## src/rtl/gcd_pkg.sv

```systemverilog
// Shared types and defaults for the GCD host front end.
package gcd_pkg;

  localparam int unsigned DefaultWidth   = 16;
  localparam int unsigned DefaultTimeout = 1024;

  typedef enum logic [2:0] {
    StIdle,
    StStart,
    StLdA,
    StLdB,
    StWait,
    StResp
  } gcd_state_e;

endpackage

```

## src/rtl/gcd_host_timer.sv

```systemverilog
// Watchdog for the WAIT state: counts enabled cycles and flags the last allowed one.
module gcd_host_timer
  import gcd_pkg::*;
#(
  parameter int unsigned TIMEOUT = DefaultTimeout
) (
  input  logic clk,
  input  logic rst_n,
  input  logic clr,
  input  logic en,
  output logic expired
);

  localparam int unsigned CntW = $clog2(TIMEOUT + 1);

  logic [CntW-1:0] cnt_q;

  always_ff @(posedge clk) begin
    if (!rst_n || clr) begin
      cnt_q <= '0;
    end else if (en && !expired) begin
      cnt_q <= cnt_q + CntW'(1);
    end
  end

  // Fires in the TIMEOUT-th enabled cycle so the host leaves WAIT after exactly TIMEOUT cycles.
  assign expired = en && (cnt_q == CntW'(TIMEOUT - 1));

endmodule

```

## src/rtl/gcd_host.sv

```systemverilog
// Request/response front end sequencing operand pairs into an external subtraction GCD core.
// Define GCD_HOST_TIMEOUT_EN to add a WAIT-state watchdog that reports rsp_err on expiry.
module gcd_host
  import gcd_pkg::*;
#(
  parameter int unsigned WIDTH   = DefaultWidth,
  parameter int unsigned TIMEOUT = DefaultTimeout
) (
  input  logic             clk,
  input  logic             rst_n,
  input  logic             req_valid,
  output logic             req_ready,
  input  logic [WIDTH-1:0] req_a,
  input  logic [WIDTH-1:0] req_b,
  output logic             rsp_valid,
  input  logic             rsp_ready,
  output logic [WIDTH-1:0] rsp_gcd,
  output logic             rsp_err,
  output logic             core_start,
  output logic [WIDTH-1:0] core_data,
  input  logic             core_done,
  input  logic [WIDTH-1:0] core_result,
  output logic             busy
);

  gcd_state_e       state_q, state_d;
  logic [WIDTH-1:0] a_q, b_q, gcd_q;
  logic             wait_first_q;
  logic             req_hs, bypass, done_ok, expired;

  assign req_hs  = req_valid && req_ready;
  assign bypass  = (req_a == '0) || (req_b == '0);
  // A done still high from the previous run is visible in the first WAIT cycle only.
  assign done_ok = (state_q == StWait) && core_done && !wait_first_q;

  always_ff @(posedge clk) begin
    if (!rst_n) begin
      state_q <= StIdle;
    end else begin
      state_q <= state_d;
    end
  end

  always_comb begin
    state_d = state_q;
    unique case (state_q)
      StIdle:  if (req_hs) state_d = bypass ? StResp : StStart;
      StStart: state_d = StLdA;
      StLdA:   state_d = StLdB;
      StLdB:   state_d = StWait;
      StWait:  if (done_ok || expired) state_d = StResp;
      StResp:  if (rsp_ready) state_d = StIdle;
      default: state_d = StIdle;
    endcase
  end

  always_comb begin
    req_ready  = 1'b0;
    rsp_valid  = 1'b0;
    core_start = 1'b0;
    core_data  = '0;
    busy       = 1'b1;
    unique case (state_q)
      StIdle: begin
        req_ready = rst_n;
        busy      = 1'b0;
      end
      StStart: core_start = 1'b1;
      StLdA:   core_data  = a_q;
      StLdB:   core_data  = b_q;
      StResp:  rsp_valid  = 1'b1;
      default: ;
    endcase
  end

  always_ff @(posedge clk) begin
    if (!rst_n) begin
      a_q          <= '0;
      b_q          <= '0;
      gcd_q        <= '0;
      wait_first_q <= 1'b0;
    end else begin
      wait_first_q <= (state_q == StLdB);
      if (req_hs) begin
        a_q <= req_a;
        b_q <= req_b;
        if (bypass) gcd_q <= req_a | req_b;
      end
      if (done_ok) begin
        gcd_q <= core_result;
      end else if (expired) begin
        gcd_q <= '0;
      end
    end
  end

  assign rsp_gcd = gcd_q;

`ifdef GCD_HOST_TIMEOUT_EN
  logic err_q;

  gcd_host_timer #(
    .TIMEOUT(TIMEOUT)
  ) u_timer (
    .clk    (clk),
    .rst_n  (rst_n),
    .clr    (state_q == StLdB),
    .en     (state_q == StWait),
    .expired(expired)
  );

  always_ff @(posedge clk) begin
    if (!rst_n) begin
      err_q <= 1'b0;
    end else if (req_hs || done_ok) begin
      err_q <= 1'b0;
    end else if (expired) begin
      err_q <= 1'b1;
    end
  end

  assign rsp_err = err_q;
`else
  // TIMEOUT only sizes the watchdog, which this build omits.
  logic unused_timeout;
  assign unused_timeout = ^TIMEOUT;
  assign expired        = 1'b0;
  assign rsp_err        = 1'b0;
`endif

endmodule
```

## config.mk

```make
export PLATFORM = sky130hd
export DESIGN_NAME = gcd_host
export DESIGN_NICKNAME = d
export VERILOG_FILES = /design/src/rtl/gcd_pkg.sv /design/src/rtl/gcd_host_timer.sv /design/src/rtl/gcd_host.sv
export SDC_FILE = /design/constraint.sdc
export NUM_CORES = 1
export LEC_CHECK = 0
export BUFFER_PORTS_ARGS = -buffer_cell sky130_fd_sc_hd__buf_4
export CAP_MARGIN = 10
export CORE_ASPECT_RATIO = 1.5
export CORE_UTILIZATION = 45
export CTS_BUF_LIST = sky130_fd_sc_hd__clkbuf_16
export DETAILED_ROUTE_END_ITERATION = 16
export GPL_ROUTABILITY_DRIVEN = 0
export PLACE_DENSITY_LB_ADDON = 0.08
export SLEW_MARGIN = 20
export SYNTH_ARGS = -nofsm -noshare
export SYNTH_HDL_FRONTEND = slang
export SYNTH_SLANG_ARGS = --single-unit
```

## constraint.sdc

```tcl
create_clock -name clk -period 1.95 [get_ports clk]
set_input_delay 0.195 -clock clk [delete_from_list [all_inputs] [get_ports clk]]
set_output_delay 0.195 -clock clk [all_outputs]
set_load 0.02 [all_outputs]
```

After elaboration in Yosys (flattened, before gate mapping)
Index checks and enable logic that the tools add are counted.
{ "classes": {"mux": 13, "bitwise": 1, "reduce_logical": 12, "eq_ne": 8} }
{ "ops": {"columns": ["operator", "n"], "rows": [
  ["two-way mux 16 bit", 3],
  ["logical NOT 16 bit", 2],
  ["case mux 16 bit (2 select lines)", 1],
  ["case mux 3 bit (6 select lines)", 1],
  ["bitwise OR 16 bit", 1],
  ["two-way mux 3 bit", 4],
  ["== test 3 x 2 -> 1 bit, second input constant", 2],
  ["== test 3 bit, second input constant", 2],
  ["inequality test 2 bit, second input constant", 3],
  ["two-way mux 1 bit", 4],
  ["nonzero test 2 bit", 2],
  ["== test 3 x 1 -> 1 bit, second input constant", 1],
  ["logical AND 1 bit", 3],
  ["logical NOT 3 bit", 1],
  ["AND reduction 3 bit", 1],
  ["AND reduction 2 bit", 1],
  ["logical NOT 1 bit", 1],
  ["logical OR 1 bit", 1]
]} }
{ "word_totals": {"wordCells": 39, "regBits": 52} }

Logic depth before layout (Yosys ltp)
{ "logic_depth": {"depth_word": 5, "ltp_mapped": 7, "depth_no_buf": 5} }

Least setup slack after synthesis
OpenSTA, ideal clock, no wires.
{ "synth_path": {"path_kind": "register -> output", "start": "register state_q[0]", "end": "output core_data[0]", "required_ns": 1.755, "arrival_ns": 1.434, "n_path_buf": 3, "stages_incl_launch_ff": 7, "slack_ns": 0.321, "path_cell_list": "dfxtp_1 -> buf_6 -> nor2_1 -> and2_1 -> clkbuf_1 -> clkbuf_1 -> a22o_1"} }
{ "synth_between": {"elab_chain_cells": 2, "elab_cells_between_ends": 3, "cone_classes": "eq/ne (2); mux (1)"} }
{ "synth_lines": {"columns": ["element", "line", "rtl"], "rows": [
  ["from (decl)", "gcd_host.sv:26", "gcd_state_e state_q, state_d;"],
  ["from (signal assigned)", "gcd_host.sv:38", "state_q <= StIdle;"],
  ["from (signal assigned)", "gcd_host.sv:40", "state_q <= state_d;"],
  ["== test 3 x 2 -> 1 bit", "gcd_host.sv:63", "unique case (state_q)"],
  ["case mux 16 bit (2 select lines) (*)", "gcd_host.sv:63", null],
  ["to (decl)", "gcd_host.sv:20", "output logic [WIDTH-1:0] core_data,"]
]} }
Every way passes the cells marked *; elsewhere a longest branch is shown, timed or not.

Final worst setup path
{ "layout_path": {"start": "register state_q[1]", "end": "output core_data[6]"} }
The elaborated chain is that of the path after synthesis.

==> metrics.txt <==
CTS Sinks=52; Initial DRT Pass Iterations=4; Mapped Cells=a little over 300; placed cell area=~0.0032 mm²; f_max=approximately 0.55 GHz; largest family of logic cells by synthesized area=simple AND/OR/NAND/NOR gates; Crit Path Class=flop to output port; worst hold path class=input pin to flop; Syn Nets=360; Post-Layout Inst Area=about 0.0033 mm²; highest ir drop seen on vdd=about 0.55 mV; Area Growth Syn to Fin=34.15%; number of buffers added on ports=slightly below 90; Req. time, crit path=around 1800 ps; area of the die=~0.0058 mm²; Arr. time, crit path=between 1500 and 2000 ps; starting density of the core=between 40% and 50%; GR Overflow Total=0; Slowest-stage cell, CP=dfxtp_1; vias per cell=around 5.3; critical path launch point type=flop; later-pin clock latency in the skew report=about 280 ps; Worst-path clk slew=60 ps; met1 track demand over resource=between 20 and 30%; synth warn=0; crit path time final=1829 ps; Yosys top cell by area=dfxtp_1; vias in the first global route=2254; Critical Path, Cell by Cell=and3b_1, buf_12, a22o_1, buf_4; R2R Setup Slk=~370 ps; CTS H-tree depth=2; synth unique cells=33; cts bufs inserted=5; Final HPWL DP=4902 µm; most frequent cells in the layout=97 x buf_4, 82 x nand2_1, 51 x dfxtp_1; ANT nets after route=0; ranking of synthesized cells by area=dfxtp_1 42%, nand2_1 12%, nand3_1 6.6%; CP max FO=13; post-synthesis adder-cell area fraction=0%; syn_area_per_cell=slightly above 8 µm²; vias post-DR=2420; Die W=approximately 63 µm; largest net degree at the start of global routing=53; Async S/R FF share, synth=0%; 1st-iter DRT viols=between 200 and 250; Pins Over Slew Limit=0; xor/xnor share of the synthesized area=0%; layout cells sized above 1=between 20 and 30%; RSZ-0062 raised after global routing=no; # diodes=0; max_cap viols=0; post-synthesis mux area share=0%; PD cells=just over 700 mW/mm²; Post-route DRC=0; Fin. Hold Viols=0; Seq/Total Area, Yosys=a little over two fifths; Leak=between 1.5 and 2 nW; Die H=approximately 93 µm; Mapped Area=around 0.0025 mm²; Setup-failing EPs final=0; fin nets=440; CTS max path bufs=2; Root Buffer=clkbuf_16; core box area=around 0.0052 mm²; Total Power=approximately 2.4 mW; commonest non-fill, non-tap cell in the layout=buf_4; CP Capture Type=output port; Critical Path Max Stage Delay=approximately 430 ps; register bit total from synthesis=between 50 and 60; met3 Use GR=~4.5%; GRT Max-Usage Layer=met2; post-synthesis compound-gate area fraction=18.23%; row cnt=32; I/O pin total=90; CTS tree=built; met2 usage in global routing=about 38%; Post-synth EDFFs=0; Most used DFF post-synth=dfxtp_1; Wirelength per Cell=about 15 µm; gr usage total=a little under a quarter; Post-Synth Simple-Gate Area=approximately 34%; status=finished, final reports clean; top cell type's share of synthesized area=between 40% and 50%; Tcrit/Tclk final=93.81%; Worst-Margin Slew=roughly 520 ps; TNS Setup=0 ps; initial antenna violation count=0; overall routed net length=6770 µm; first-pass GRT wire length=10700 µm; Worst slew margin=65.09%; Setup Skew=roughly 3.1 ps
-- cell usage after synthesis, types with 2 or more instances --
| cell | instances |
|---|---|
| buf_6 | 4 |
| buf_4 | 2 |
| and3_1 | 17 |
| a22o_1 | 16 |
| clkbuf_1 | 14 |
| dfxtp_1 | 52 |
| buf_2 | 4 |
| o31a_1 | 16 |
| nand2_1 | 82 |
| buf_1 | 2 |
| o21a_1 | 17 |
| nand3_1 | 33 |
| nor4_2 | 3 |
| a21boi_1 | 2 |
| nor4_1 | 4 |
| and2_1 | 4 |
| nor2b_1 | 2 |
| nor2_1 | 18 |
-- final cells by class --
| type | count | area, µm² |
|---|---|---|
| Tap cell | 68 | 85.08 |
| Timing Repair Buffer | 99 | 768.2 |
| Clock buffer | 5 | 125.1 |
| Multi-Input combinational cell | 228 | 1306 |
| Clock inverter | 3 | 11.26 |
| Fill cell | 482 | 1903 |
| Inverter | 1 | 3.754 |
| Sequential cell | 52 | 1042 |
-- final timing paths --
path	start	endpoint	cells past startpoint
worst max register to register	state_q[1]	rsp_gcd[6]	6
worst min-delay path	req_a[8]	a_q[8]	3
worst max-delay path	state_q[1]	core_data[6]	4
worst min register to register	a_q[2]	a_q[2]	2
-- kinds of logic (layout without fill, tap and decap cells) --
family / after synthesis / count (layout)
flip-flops: 52 / 52
buffers and inverters: 27 / 108
AO/OA/AOI/OAI: 55 / 55
other: 1 / 1
AND/OR/NAND/NOR: 172 / 172
-- layer usage --
| layer | part of all wire, % | wire length, µm |
|---|---|---|
| met5 | 0 | 0 |
| met3 | 5.2 | 353 |
| met4 | 2.7 | 185 |
| met1 | 44 | 2958 |
| met2 | 48 | 3272 |
-- worst max-delay path: cells and delay by family, from the launching register on --
kind                   cells  cell delay [ps]
flip-flops                 1              430
buffers and inverters      2              340
AO/OA/AOI/OAI              1              170
AND/OR/NAND/NOR            1              410
-- state kept, by name, summed over array words and instances, names as in the netlist --
register / count
b_q: 16
wait_first_q: 1
a_q: 16
state_q: 3
rsp_gcd: 16
-- report_power, final --
group | internal, mW | switching (mW) | total [mW] | leakage (nW)
combinational | 0.171 | 0.208 | 0.379 | 1.16
clock | 0.462 | 0.361 | 0.823 | 0.0738
sequential | 1.13 | 0.0391 | 1.17 | 0.425
total | 1.76 | 0.608 | 2.37 | 1.65
-- through the flow --
stage,setup slack (ps),hold WS (ps),instances,utilization [%]
2_1_floorplan,321.4,294.0,307,-
3_3_place_gp,90.76,408.0,448,61.09
3_5_place_dp,48.35,407.2,448,61.09
4_1_cts,112.7,116.7,456,63.69
5_1_grt,25.84,126.7,456,63.72
6_report,120.8,119.6,456,63.72
-- repair_timing --
| action | CTS | global route |
|---|---|---|
| setup buffers | 0 | 0 |
| resized for setup | 0 | 1 |
| hold buffers | 0 | 0 |
| setup endpoints to repair | 0 | 1 |
No activity file was read; power rests on OpenSTA's default activity.
